[src/rtl/instruction_fetch.sv]
// Instruction fetch front end: credit-limited word fetches, in-order response FIFO, redirect flush.
// Optional IFETCH_MISALIGN_CHECK_EN adds o_misaligned and halts fetch after a misaligned redirect.
module instruction_fetch #(
  parameter logic [31:0] RESET_PC = 32'h0000_0000,
  parameter int          DEPTH    = 2
) (
  input  logic        i_clk,
  input  logic        i_rst_n,
  output logic        o_imem_req,
  output logic [31:0] o_imem_addr,
  input  logic        i_imem_gnt,
  input  logic        i_imem_rvalid,
  input  logic [31:0] i_imem_rdata,
  output logic        o_valid,
  input  logic        i_ready,
  output logic [31:0] o_pc,
  output logic [31:0] o_instruction,
  input  logic        i_redirect,
  input  logic [31:0] i_redirect_pc
`ifdef IFETCH_MISALIGN_CHECK_EN
  ,
  output logic        o_misaligned
`endif
);

  localparam int PW = (DEPTH > 1) ? $clog2(DEPTH) : 1;
  localparam int CW = 4;

  logic [31:0]   fetch_pc_q, fetch_pc_d;
  logic [31:0]   resp_pc_q, resp_pc_d;
  logic [CW-1:0] count_q, count_d;
  logic [CW-1:0] inflight_q, inflight_d;
  logic [CW-1:0] discard_q, discard_d;
  logic [PW-1:0] rd_ptr_q, rd_ptr_d;
  logic [PW-1:0] wr_ptr_q, wr_ptr_d;
  logic          run_q;
  logic [31:0]   mem_pc_q  [DEPTH];
  logic [31:0]   mem_ins_q [DEPTH];

  logic          fire, rsp_drop, rsp_take, push, pop, fetch_halt;
  logic [4:0]    credit_used;
  logic [31:0]   redirect_target;

  function automatic logic [PW-1:0] ptr_inc(input logic [PW-1:0] p);
    return (p == PW'(DEPTH - 1)) ? '0 : p + 1'b1;
  endfunction

  assign redirect_target = i_redirect_pc & 32'hFFFF_FFFC;
  // Every word buffered, in flight or awaiting discard holds one credit.
  assign credit_used = 5'(count_q) + 5'(inflight_q) + 5'(discard_q);

  assign o_imem_req  = run_q && (credit_used < 5'(DEPTH)) && !i_redirect && !fetch_halt;
  assign o_imem_addr = fetch_pc_q;
  assign fire        = o_imem_req && i_imem_gnt;
  assign rsp_drop    = i_imem_rvalid && (discard_q != '0);
  assign rsp_take    = i_imem_rvalid && (discard_q == '0) && (inflight_q != '0);
  assign push        = rsp_take && !i_redirect;
  assign pop         = o_valid && i_ready;

  assign o_valid       = (count_q != '0);
  assign o_pc          = o_valid ? mem_pc_q[rd_ptr_q]  : '0;
  assign o_instruction = o_valid ? mem_ins_q[rd_ptr_q] : '0;

  always_comb begin
    fetch_pc_d = fetch_pc_q;
    resp_pc_d  = resp_pc_q;
    count_d    = count_q;
    inflight_d = inflight_q;
    discard_d  = discard_q;
    rd_ptr_d   = rd_ptr_q;
    wr_ptr_d   = wr_ptr_q;
    if (fire) fetch_pc_d = fetch_pc_q + 32'd4;
    if (i_redirect) begin
      // Everything still outstanding after this edge becomes stale.
      fetch_pc_d = redirect_target;
      resp_pc_d  = redirect_target;
      count_d    = '0;
      rd_ptr_d   = '0;
      wr_ptr_d   = '0;
      inflight_d = '0;
      discard_d  = discard_q + inflight_q + CW'(fire) - CW'(rsp_drop | rsp_take);
    end else begin
      inflight_d = inflight_q + CW'(fire) - CW'(rsp_take);
      discard_d  = discard_q - CW'(rsp_drop);
      if (push) begin
        wr_ptr_d  = ptr_inc(wr_ptr_q);
        resp_pc_d = resp_pc_q + 32'd4;
      end
      if (pop) rd_ptr_d = ptr_inc(rd_ptr_q);
      count_d = count_q + CW'(push) - CW'(pop);
    end
  end

  always_ff @(posedge i_clk or negedge i_rst_n) begin
    if (!i_rst_n) begin
      fetch_pc_q <= RESET_PC;
      resp_pc_q  <= RESET_PC;
      count_q    <= '0;
      inflight_q <= '0;
      discard_q  <= '0;
      rd_ptr_q   <= '0;
      wr_ptr_q   <= '0;
      run_q      <= 1'b0;
    end else begin
      fetch_pc_q <= fetch_pc_d;
      resp_pc_q  <= resp_pc_d;
      count_q    <= count_d;
      inflight_q <= inflight_d;
      discard_q  <= discard_d;
      rd_ptr_q   <= rd_ptr_d;
      wr_ptr_q   <= wr_ptr_d;
      run_q      <= 1'b1;
    end
  end

  // Storage needs no reset: outputs are gated by o_valid.
  always_ff @(posedge i_clk) begin
    if (push) begin
      mem_pc_q[wr_ptr_q]  <= resp_pc_q;
      mem_ins_q[wr_ptr_q] <= i_imem_rdata;
    end
  end

`ifdef IFETCH_MISALIGN_CHECK_EN
  logic halt_q, mis_q;
  assign fetch_halt   = halt_q;
  assign o_misaligned = mis_q;

  always_ff @(posedge i_clk or negedge i_rst_n) begin
    if (!i_rst_n) begin
      halt_q <= 1'b0;
      mis_q  <= 1'b0;
    end else begin
      mis_q <= i_redirect && (i_redirect_pc[1:0] != 2'b00);
      if (i_redirect) halt_q <= (i_redirect_pc[1:0] != 2'b00);
    end
  end
`else
  assign fetch_halt = 1'b0;
`endif

endmodule

[config.mk]
export PLATFORM = sky130hd
export DESIGN_NAME = instruction_fetch
export DESIGN_NICKNAME = d
export VERILOG_FILES = /design/src/rtl/instruction_fetch.sv
export SDC_FILE = /design/constraint.sdc
export NUM_CORES = 1
export LEC_CHECK = 0
export ABC_AREA = 0
export CAP_MARGIN = 20
export CORE_MARGIN = 2
export CORE_UTILIZATION = 40
export DETAILED_ROUTE_END_ITERATION = 12
export PLACE_DENSITY = 0.67
export SYNTH_ARGS = -nofsm -noshare
export SYNTH_HDL_FRONTEND = slang
export SYNTH_SLANG_ARGS = --single-unit
[constraint.sdc]
create_clock -name i_clk -period 11.05 [get_ports i_clk]
set_input_delay 2.21 -clock i_clk [delete_from_list [all_inputs] [get_ports i_clk]]
set_output_delay 2.21 -clock i_clk [all_outputs]
set_load 0.05 [all_outputs]
### After elaboration in Yosys (flattened, before gate mapping)

Memory sizes are Yosys's and may differ from the RTL's.
Cells that the tools add are included.

* $add $sub $neg: 14
* $lt $le $gt $ge: 1
* muxes and demuxes: 17
* reductions and logical operators: 16
* bitwise logic cells: 1

Operator list (count)
* two-way mux 32 bit: 6
* adder 32 x 3 -> 32 bit, second input constant: 2
* subtractor 4 x 1 -> 4 bit: 4
* adder 4 x 1 -> 4 bit: 3
* two-way mux 4 bit: 3
* nonzero test 4 bit: 3
* logical AND 1 bit: 8
* two-way mux 1 bit: 8
* nonzero test 2 bit: 3
* adder 4 x 4 -> 5 bit: 1
* adder 5 x 4 -> 5 bit: 1
* < comparator 5 x 2 -> 1 bit, second input constant: 1
* adder 4 bit: 1
* logical NOT 4 bit: 1
* adder 1 bit, second input constant: 2
* logical NOT 1 bit: 1
* OR 1 bit: 1

* memories: 2
* bits in registers: 79
* word-level logic and storage cells: 59
* RAM bits: 128
* output and inout bits: 98

Memories
* mem_ins_q: words 2, width 32, rd ports 1, clocked after memory_dff 0, wr ports 1, line 38 `logic [31:0] mem_ins_q [DEPTH];`
* mem_pc_q: words 2, width 32, rd ports 1, clocked after memory_dff 0, wr ports 1, line 37 `logic [31:0] mem_pc_q [DEPTH];`

### Longest topological paths before layout

Gate-level depths: netlist of the first run.

* depth in word-level cells: 9
* depth in mapped cells: 16

### Worst setup path before layout of the first run

No wires, ideal clock.

* path kind: input-to-reg
* start point: in i_redirect
* end point: mem mem_ins_q[0][0], enable pin
* slack: 5.162 ns
* cell stages on the path: 5
* data required time: 10.568 ns
* arrival: 5.405 ns
* path through: buf_6 > inv_1 > clkbuf_1 > nand2_1 > nor2_1

* longest elaborated chain between the ends: 4

RTL lines
* from (decl): line 18 `input logic i_redirect,`
* logical NOT 1 bit: line 57 `assign push = rsp_take && !i_redirect;`
* logical AND 1 bit: line 57
* two-way mux 1 bit: line 118 `if (push) begin`
* two-way mux 1 bit (not written as such): line 120 `mem_ins_q[wr_ptr_q] <= i_imem_rdata;`
* to (decl): line 38

No other way between the ends.

### Worst setup path in the final report of the first run

* start point: in i_redirect
* end point: out o_imem_req

* longest elaborated chain between the ends: 2

RTL lines
* logical NOT 1 bit: line 52 `assign o_imem_req = run_q && (credit_used < 5'(DEPTH)) && !i_redirect && !fetch_halt;`
* logical AND 1 bit: line 52
* to (decl): line 9 `output logic o_imem_req,`

No other way between the ends.

==> metrics.md, run 1 <==
| Metric | Value |
|---|---|
| Worst path required time | `8840 ps` |
| Period minus WS final | `6390 ps` |
| IO Count | `168` |
| Sequential share of the synthesized area | `59.1%` |
| Tcrit/Tclk final | `57.8%` |
| Flop2flop setup slack | `7180 ps` |
| Status | `finished, final reports clean` |
| Most common cell after layout, fill and taps aside | `clkdlybuf4s50_1` |
| Hold EP | `mem_pc_q[1][31]` |
| CP arrival | `4180 ps` |
| Synth cell types | `52` |
| Fin cells | `1278` |
| Worst path slowest cell | `clkdlybuf4s50_1` |
| Final setup fails | `0` |
| Synthesis Warnings | `0` |
| CTS tree | `yes` |
| Synth Instances | `801` |
| Slew @ Worst Pin | `1100 ps` |
| H-tree depth | `4` |
| DPL Wire Length | `14000 um` |
| Fill cell count | `2051` |
| Post-synthesis async set-or-reset flop share | `37.7%` |
| FF+latch count, synth | `199` |
| Post-synth EDFFs | `124` |
| Reg2reg start | `count_q[1]` |
| DRC Markers | `0` |
| Fin Setup TNS | `0 ps` |
| 1st-iter DRT viols | `418` |
| Final Max Tran Viols | `0` |
| Root buf cell | `clkbuf_16` |
| Slew Limit Headroom | `26.5%` |
| Die ar. | `24900 sq um` |
| Crit path cell chain | `buf_2 -> buf_4 -> and4bb_2 -> o211ai_4 -> nor2_1 -> clkdlybuf4s50_1` |
| Tot GR Track Use | `16.9%` |
| MaxCap Viol Count | `0` |
| Crit path max fanout | `81` |
| Reg-to-Reg End | `inflight_q[2]` |
| Buffers on Ports | `161` |
| Cell Rows | `56` |
| Synth-to-Final Area Change | `25.5%` |
| Worst setup slack after layout | `4660 ps` |
| Hold Buf Count CTS | `0` |
| DRT Wirelength | `21000 um` |
| Syn Area/Cell | `11.8 sq um` |
| Peak supply drop | `0.113 mV` |
| Via count | `6588` |
| Clock tree buffer depth | `2` |
| Synth Cell Area | `9470 sq um` |
| TritonRoute pass-1 iters | `5` |
| Worst hold path class | `flop to flop` |
| Initial Util | `40.6%` |
| Post-CTS setup buffers | `0` |
| Setup CP Type | `primary input to output port` |
| Share of layout cells above drive strength 1 | `5.63%` |
| Clk_lat worst skew | `430 ps` |
| CP max stage delay | `810 ps` |
| Non-Filler Cell Area, Final | `11900 sq um` |
| LEAKAGE | `4.37 nW` |
| Hold path depth | `0` |
| Reg2reg path depth | `13` |
| Largest net degree at the start of global routing | `82` |
| Clk pin slew, worst setup/hold paths | `70 ps` |
| WL/cell | `16.4 um` |
| Post-route ant nets | `0` |
| Vias per cell | `5.15` |
| Worst slack, placed | `4660 ps` |
| CTS buffer count | `17` |
| Critical path buffers and inverters | `3` |
| RSZ-0062 raised after global routing | `no` |
| Global-route wire length before repair | `32700 um` |
| Die H | `158 um` |
| Most frequent cells in the layout | `159 x clkdlybuf4s50_1, 124 x edfxtp_1, 80 x nor2_1, 74 x dfrtp_1, 63 x mux2i_1` |
| Highest clock rate | `156 MHz` |
| Vias in the first global route | `6252` |
| Ant. Diodes | `0` |
| Cell Area, Placed | `11300 sq um` |
| Total grt overflow | `0` |
| Final net count | `1047` |
| Total power | `2.94 mW` |
| Largest delay share family, worst path | `buffers and inverters` |
| Die Wd | `158 um` |
| HP Start | `resp_pc_q[31]` |
| Initial antenna violation count | `0` |
| Post-synth top flop | `edfxtp_1` |
| Final clock skew | `13.9 ps` |
| Placer Congestion | `0.824` |
| Critical path launch point type | `primary input` |
| Hold Fails Final Rpt | `0` |
| CTS-repair resized insts | `0` |
| PD cells | `247 nW/um^2` |
| Worst setup EP type | `output port` |
| Placed Instances | `1246` |
| # clock sinks | `199` |
| Core area | `23300 sq um` |
## sequential cells by signal (all words and copies together) (netlist names)
name         cells
mem_ins_q       64
rd_ptr_q         1
discard_q        4
run_q            1
o_imem_addr     30
inflight_q       4
mem_pc_q        60
count_q          4
wr_ptr_q         1
resp_pc_q       30
## Yosys cell counts (15+ instances only)
master | instances | share of area, %
a21oi_1 | 19 | 1.0
and3_1 | 15 | 0.99
clkbuf_1 | 27 | 1.1
dfrtp_1 | 75 | 20
edfxtp_1 | 124 | 39
ha_1 | 23 | 3.0
inv_1 | 51 | 2.0
mux2i_1 | 63 | 6.7
nand2_1 | 50 | 2.0
nand3_1 | 25 | 1.3
nand4_1 | 18 | 1.2
nor2_1 | 81 | 3.2
nor4_1 | 17 | 1.1
o21ai_0 | 45 | 2.4
xnor2_1 | 39 | 3.6
## final cells by class
type / instances / area [sq um] / area share (%)
repair buffers: 169 / 1660 / 14.0
multi-input cells: 508 / 3490 / 29.4
well taps: 319 / 399 / 3.36
flip-flops and latches: 199 / 5600 / 47.1
clock buffers: 18 / 429 / 3.61
clock inverters: 14 / 115 / 0.968
inverters: 51 / 191 / 1.61
## routing by layer
metal	global-route usage, %	up-vias	wire, um
li1	-	3165	-
met1	24.6	3183	9830
met2	25.9	227	9470
met3	3.23	13	1510
met4	4.94	0	205
met5	0	-	0
## where the power goes
part	total, mW	switching, mW	internal (mW)	leakage (nW)
clock network	0.577	0.284	0.294	0.255
logic	1.45	0.952	0.497	2.07
registers	0.914	0.0656	0.848	2.04
total	2.94	1.30	1.64	4.37
## stage by stage
| stage | hold slack (ps) | utilization [%] |
|---|---|---|
| floorplan | 442 | - |
| global placement | 479 | 48.6 |
| detailed placement | 489 | 48.6 |
| CTS | 503 | 51.0 |
| global route | 520 | 51.0 |
| finish | 494 | 51.0 |
## worst max path at each step
| stage | startpoint | to | slack [ps] | cells past startpoint |
|---|---|---|---|---|
| floorplan | i_redirect | mem_ins_q[0][0] | 5160 | 5 |
| global placement | i_redirect | o_imem_req | 4660 | 6 |
| detailed placement | i_redirect | o_imem_req | 4660 | 6 |
| CTS | i_redirect | o_imem_req | 4650 | 6 |
| global route | i_redirect | o_imem_req | 4570 | 6 |
| finish | i_redirect | o_imem_req | 4660 | 6 |
## kinds of logic after synthesis
group	share of synthesized area, %
multiplexers	6.78
flip-flops	59.1
other	0.0793
XOR/XNOR	4.07
AO/OA/AOI/OAI	7.58
adder cells (fa/ha/maj)	4.73
AND/OR/NAND/NOR	13.4
buffers and inverters	4.24
(Power assumes the default switching activity.)
==> inputs of run 2 (changes only) <==
- PLACE_DENSITY: 0.67 -> 0.7
- clock period: 11.05 -> 5.4 ns (I/O delays scaled with it)
==> metrics.md, run 2 (same netlist as run 1, synthesis figures left out) <==
| Metric | Value |
|---|---|
| Final Max Tran Viols | `0 (unchanged)` |
| FF+latch area | `5600 sq um (unchanged)` |
| Top Registers | `mem_ins_q: 64 flops, mem_pc_q: 60 flops` |
| Clk pin slew, worst setup/hold paths | `80 ps (about the same)` |
| Top reg by flops | `mem_ins_q` |
| DPL Wire Length | `14300 um (+1.8%)` |
| Synth-to-Final Area Change | `26.2%` |
| Die ar. | `24900 sq um (unchanged)` |
| Buffers on Ports | `161 (unchanged)` |
| 1st-iter DRT viols | `355 (-15%)` |
| Crit path from | `count_q[1]` |
| Post-layout util | `51.2% (+0.26 points)` |
| Peak supply drop | `0.209 mV (+86%)` |
| Total grt overflow | `0 (unchanged)` |
| Status | `finished, final reports clean` |
| MaxCap Viol Count | `0 (unchanged)` |
| Fin Setup TNS | `0 ps (unchanged)` |
| Worst path slowest cell | `clkdlybuf4s50_1` |
| Crit path max fanout | `7 (-91%)` |
| Comb pwr share | `48.0% (-1.3 points)` |
| Hold EP | `mem_pc_q[0][31]` |
| CP max stage delay | `810 ps (about the same)` |
| Tcrit/Tclk final | `85.2%` |
| Multi-input logic area | `3490 sq um (unchanged)` |
| IO Count | `168 (unchanged)` |
| WL/cell | `16.6 um (+0.63%)` |
| Most frequent cells in the layout | `159 x clkdlybuf4s50_1, 124 x edfxtp_1, 80 x nor2_1, 74 x dfrtp_1, 63 x mux2i_1` |
| Reg2reg path depth | `13 (unchanged)` |
| HP Start | `resp_pc_q[31]` |
| Clk_lat worst skew | `430 ps (about the same)` |
| CTS buffer count | `17 (unchanged)` |
| Worst setup EP type | `output port` |
| Reg2reg start | `count_q[1]` |
| Reg-to-Reg End | `inflight_q[2]` |
| TritonRoute pass-1 iters | `5 (unchanged)` |
| Slew @ Worst Pin | `1010 ps (-88.3 ps)` |
| Global-route wire length before repair | `33600 um (+2.7%)` |
| Hold Buf Count CTS | `0 (unchanged)` |
| Crit path cell chain | `fa_1 -> ha_1 -> inv_1 -> fa_1 -> and4bb_2 -> o211ai_4 -> nor2_1 -> clkdlybuf4s50_1` |
| DRT Wirelength | `21200 um (+0.70%)` |
| Initial antenna violation count | `0 (unchanged)` |
| Die H | `158 um (unchanged)` |
| Net Sw Frac | `43.2% (-1.1 points)` |
| Placer Congestion | `0.821 (-0.44%)` |
| Vias per cell | `5.11 (-0.84%)` |
| Slew Limit Headroom | `32.4% (+5.9 points)` |
| Post-route ant nets | `0 (unchanged)` |
| CTS-repair resized insts | `0 (unchanged)` |
| Ant. Diodes | `0 (unchanged)` |
| PD cells | `511 nW/um^2 (+110%)` |
| Share of layout cells above drive strength 1 | `5.63% (-0.0059 points)` |
| Root buf cell | `clkbuf_16` |
| Initial Util | `40.6% (unchanged)` |
| Most frequent CP cell | `fa_1` |
| Tot GR Track Use | `17.4% (+0.50 points)` |
| Register share of total power | `31.2% (about the same)` |
| Setup CP Type | `flop to output port` |
| H-tree depth | `4 (unchanged)` |
| RSZ-0062 raised after global routing | `no` |
| Final net count | `1048 (+0.096%)` |
| Internal Power | `3.47 mW (+110%)` |
| Die Wd | `158 um (unchanged)` |
| Worst path required time | `4320 ps (-4520 ps)` |
| Period minus WS final | `4600 ps` |
| Fill cell count | `2024 (-1.3%)` |
| Post-CTS setup buffers | `0 (unchanged)` |
| Core area | `23300 sq um (unchanged)` |
| Clk pwr share | `20.8% (+1.2 points)` |
| Via count | `6538 (-0.76%)` |
| Hold path depth | `0 (unchanged)` |
| Hold_ws | `506 ps (+12.0 ps)` |
| CP arrival | `3520 ps (-660 ps)` |
| Cell Rows | `56 (unchanged)` |
| Most common cell after layout, fill and taps aside | `clkdlybuf4s50_1` |
| Vias in the first global route | `6575 (+5.2%)` |
| Final clock skew | `16.7 ps (+2.81 ps)` |
| # clock sinks | `199 (unchanged)` |
| Max reg flops | `64 (unchanged)` |
| Final setup fails | `0 (unchanged)` |
| CTS tree | `yes` |
| Highest clock rate | `217 MHz` |
| Largest net degree at the start of global routing | `81 (-1.2%)` |
| LEAKAGE | `4.41 nW (+1.1%)` |
| Hold Fails Final Rpt | `0 (unchanged)` |
| Clock tree buffer depth | `2 (unchanged)` |
| Switch Pwr | `2.64 mW (+100%)` |
| DRC Markers | `0 (unchanged)` |
| Flop2flop setup slack | `1480 ps (-5700 ps)` |
| Worst hold path class | `flop to flop` |
| Critical path launch point type | `flop` |
-- run 2: cell types whose count changed in the layout (fill, tap and decap cells not counted) --
cell	change
clkinvlp_4	-3
inv_6	-3
clkbuf_1	+2
clkbuf_16	+2
clkbuf_8	+2
clkinv_2	+2
buf_4	+1
bufinv_16	+1
clkinv_1	-1
clkinv_4	-1
clkinvlp_2	-1
inv_4	+1
inv_8	-1
-- run 2: critical path, delay by kind of cell (launching register included) --
kind	cells	cell delay (ps)
buffers and inverters	2	880
AND/OR/NAND/NOR	2	420
flip-flops	1	430
adder cells (fa/ha/maj)	3	1230
AO/OA/AOI/OAI	1	120
-- run 2: power groups by stage --
stage	registers [mW]	clock network (mW)	logic [mW]
after floorplan	1.99	0	1.95
after global placement	1.93	0	2.91
after detailed placement	1.94	0	2.94
after CTS	1.91	1.31	2.95
after global routing	1.93	1.37	3.14
final	1.91	1.27	2.93
-- run 2: layout make-up --
cell class | count | area share, %
inverters | 51 | 1.60
well taps | 319 | 3.34
flip-flops and latches | 199 | 46.9
clock buffers | 24 | 4.30
repair buffers | 170 | 14.0
multi-input cells | 508 | 29.2
clock inverters | 8 | 0.701
-- run 2: how the worst max path moves through the flow --
| stage | depth (start not counted) | slack (ps) | to |
|---|---|---|---|
| floorplan | 5 | 640 | mem_ins_q[0][0] |
| global placement | 8 | 1290 | o_imem_req |
| detailed placement | 8 | 1270 | o_imem_req |
| CTS | 8 | 770 | o_imem_req |
| global route | 8 | 680 | o_imem_req |
| finish | 8 | 800 | o_imem_req |
-- run 2: metal layers --
metal | vias to the layer above | part of all wire, % | track usage [%]
li1 | 3153 | - | -
met1 | 3139 | 48 | 24.9
met2 | 227 | 44 | 26.6
met3 | 19 | 6.5 | 3.34
met4 | 0 | 1.5 | 6.15
met5 | - | 0 | 0
-- run 2: through the flow --
stage	setup WS [ps]	power [mW]	std cells	area [sq um]
final	799	6.11	1279	12000
after detailed placement	1270	4.88	1247	11400
after global routing	683	6.44	1279	12000
after floorplan	642	3.94	804	9480
after global placement	1290	4.84	1247	11400
after CTS	775	6.17	1279	12000
==> inputs of run 3 (changes only) <==
- DONT_BUFFER_PORTS: default -> 1
- PLACE_DENSITY: 0.7 -> 0.6
- SETUP_SLACK_MARGIN: default -> 0.05
==> metrics.md, run 3 (same netlist as run 1, synthesis figures left out) <==
| Metric | Value |
|---|---|
| Initial antenna violation count | `0 (unchanged)` |
| Cell Rows | `56 (unchanged)` |
| Total power | `5.41 mW (-11%)` |
| Buffers on Ports | `0 (-100%)` |
| Post-route ant nets | `0 (unchanged)` |
| Global-route wire length before repair | `31400 um (-6.6%)` |
| Die ar. | `24900 sq um (unchanged)` |
| 1st-iter DRT viols | `310 (-13%)` |
| DPL Wire Length | `13800 um (-3.3%)` |
| Worst path slowest cell | `nor2_1` |
| Status | `finished, final reports clean` |
| Hold Buf Count CTS | `0 (unchanged)` |
| Vias in the first global route | `5500 (-16%)` |
| Die H | `158 um (unchanged)` |
| Tcrit/Tclk final | `80.1% (-5.1 points)` |
| H-tree depth | `4 (unchanged)` |
| Top reg by flops | `mem_ins_q` |
| Slew @ Worst Pin | `1100 ps (+87.6 ps)` |
| CP max stage delay | `710 ps (-100 ps)` |
| Most common cell after layout, fill and taps aside | `edfxtp_1` |
| Critical path launch point type | `flop` |
| Total grt overflow | `0 (unchanged)` |
| CP arrival | `3250 ps (-270 ps)` |
| DRT Wirelength | `20500 um (-3.4%)` |
| Tot GR Track Use | `16.5% (-0.94 points)` |
| Clk_lat worst skew | `430 ps (about the same)` |
| CTS buffer count | `17 (unchanged)` |
| Hold Fails Final Rpt | `0 (unchanged)` |
| Max reg flops | `64 (unchanged)` |
| Setup CP Type | `flop to output port` |
| Crit path max fanout | `7 (unchanged)` |
| Final setup fails | `0 (unchanged)` |
| Ant. Diodes | `0 (unchanged)` |
| TritonRoute pass-1 iters | `5 (unchanged)` |
| Post-CTS setup buffers | `0 (unchanged)` |
| IO Count | `168 (unchanged)` |
| CTS-repair resized insts | `0 (unchanged)` |
| Crit path cell chain | `fa_1 -> ha_1 -> inv_1 -> fa_1 -> and4bb_2 -> o211ai_4 -> nor2_1` |
| Clock tree buffer depth | `2 (unchanged)` |
| Final Max Tran Viols | `0 (unchanged)` |
| Clk pin slew, worst setup/hold paths | `80 ps (about the same)` |
| Period minus WS final | `4330 ps (-275 ps)` |
| Die Wd | `158 um (unchanged)` |
| WL/cell | `18.3 um (+11%)` |
| Synth-to-Final Area Change | `8.92%` |
| Worst hold path class | `primary input to asynchronous set/reset pin` |
| Via count | `5895 (-9.8%)` |
| Largest delay share family, worst path | `adder cells` |
| Most frequent CP cell | `fa_1` |
| Top Registers | `mem_ins_q: 64 flops, mem_pc_q: 60 flops` |
| Initial Util | `40.6% (unchanged)` |
| Post-layout util | `44.2% (-7.0 points)` |
| Final net count | `886 (-15%)` |
| RSZ-0062 raised after global routing | `no` |
| Largest net degree at the start of global routing | `82 (+1.2%)` |
| Flop2flop setup slack | `1550 ps (+70 ps)` |
| Hold_ws | `330 ps (-177 ps)` |
| LEAKAGE | `3.76 nW (-15%)` |
| Peak supply drop | `0.196 mV (-6.1%)` |
| CTS tree | `yes` |
| PD cells | `525 nW/um^2 (+2.6%)` |
| Final clock skew | `16.4 ps (-0.290 ps)` |
| Root buf cell | `clkbuf_16` |
| Worst setup EP type | `output port` |
| Share of layout cells above drive strength 1 | `6.39% (+0.77 points)` |
| Slew Limit Headroom | `26.2% (-6.1 points)` |
| Critical path buffers and inverters | `1 (-1)` |
| Vias per cell | `5.28 (+3.2%)` |
| Highest clock rate | `231 MHz (+6.4%)` |
| MaxCap Viol Count | `0 (unchanged)` |
| Placer Congestion | `0.829 (+1.0%)` |
| DRC Markers | `0 (unchanged)` |
| Core area | `23300 sq um (unchanged)` |
| Most frequent cells in the layout | `124 x edfxtp_1, 80 x nor2_1, 74 x dfrtp_1, 63 x mux2i_1, 51 x inv_1` |
| Fin Setup TNS | `0 ps (unchanged)` |
| # clock sinks | `199 (unchanged)` |
| Worst path required time | `4320 ps (about the same)` |
==> run 3: cell count changes in the layout (fill, tap and decap cells not counted), sizes merged <==
| cell | before | now |
|---|---|---|
| clkdlybuf4s50 | 159 | 0 |
| clkinvlp | 0 | 6 |
| buf | 11 | 7 |
| clkbuf | 24 | 20 |
| clkinv | 4 | 1 |
| inv | 54 | 56 |
==> run 3: cell type report <==
cell class	count	area [sq um]
repair buffers	8	77.6
fillers	2177	13000
clock inverters	13	120
well taps	319	399
multi-input cells	508	3490
clock buffers	19	433
flip-flops and latches	199	5600
inverters	51	191
==> run 3: power breakdown <==
group	total (mW)	leakage, nW	switching (mW)	internal [mW]
Sequential	2.05	2.04	0.322	1.73
Combinational	2.15	1.47	1.64	0.504
Clock	1.21	0.252	0.570	0.641
==> run 3: path summary, 6_finish.rpt <==
kind                          startpoint              end  cells past startpoint
hold / removal                   i_rst_n  o_imem_addr[27]                      0
min in group i_clk         resp_pc_q[31]  mem_pc_q[0][31]                      0
hold reg to reg            resp_pc_q[31]  mem_pc_q[0][31]                      0
setup reg to reg              count_q[1]    inflight_q[2]                     13
max in group asynchronous        i_rst_n         rd_ptr_q                      0
setup / recovery              count_q[1]       o_imem_req                      7
==> run 3: through the flow <==
| stage | instance area, sq um | setup WS [ps] | instances |
|---|---|---|---|
| final | 10300 | 1070 | 1117 |
| after global routing | 10300 | 925 | 1117 |
| after CTS | 10300 | 1040 | 1115 |
| after detailed placement | 9730 | 1530 | 1083 |
| after global placement | 9730 | 1540 | 1083 |
| after floorplan | 9480 | 642 | 804 |
==> run 3: worst reg2reg max path, cell delays in order (launching register included) <==
cell      delay, ps
dfrtp_1         430
fa_1            560
ha_1            180
inv_1            60
fa_1            470
and4bb_2        280
nand3_1          70
or3_1           510
ha_1            360
inv_1            40
ha_1            200
fa_1            380
xnor2_1         150
nor2_1           50
==> run 3: metal layers <==
metal | up-vias | GRT usage [%] | part of all wire (%)
met3 | 14 | 4.60 | 7.4
li1 | 2837 | - | -
met5 | - | 0 | 0
met4 | 0 | 3.51 | 0.74
met1 | 2848 | 24.4 | 49
met2 | 196 | 24.3 | 43
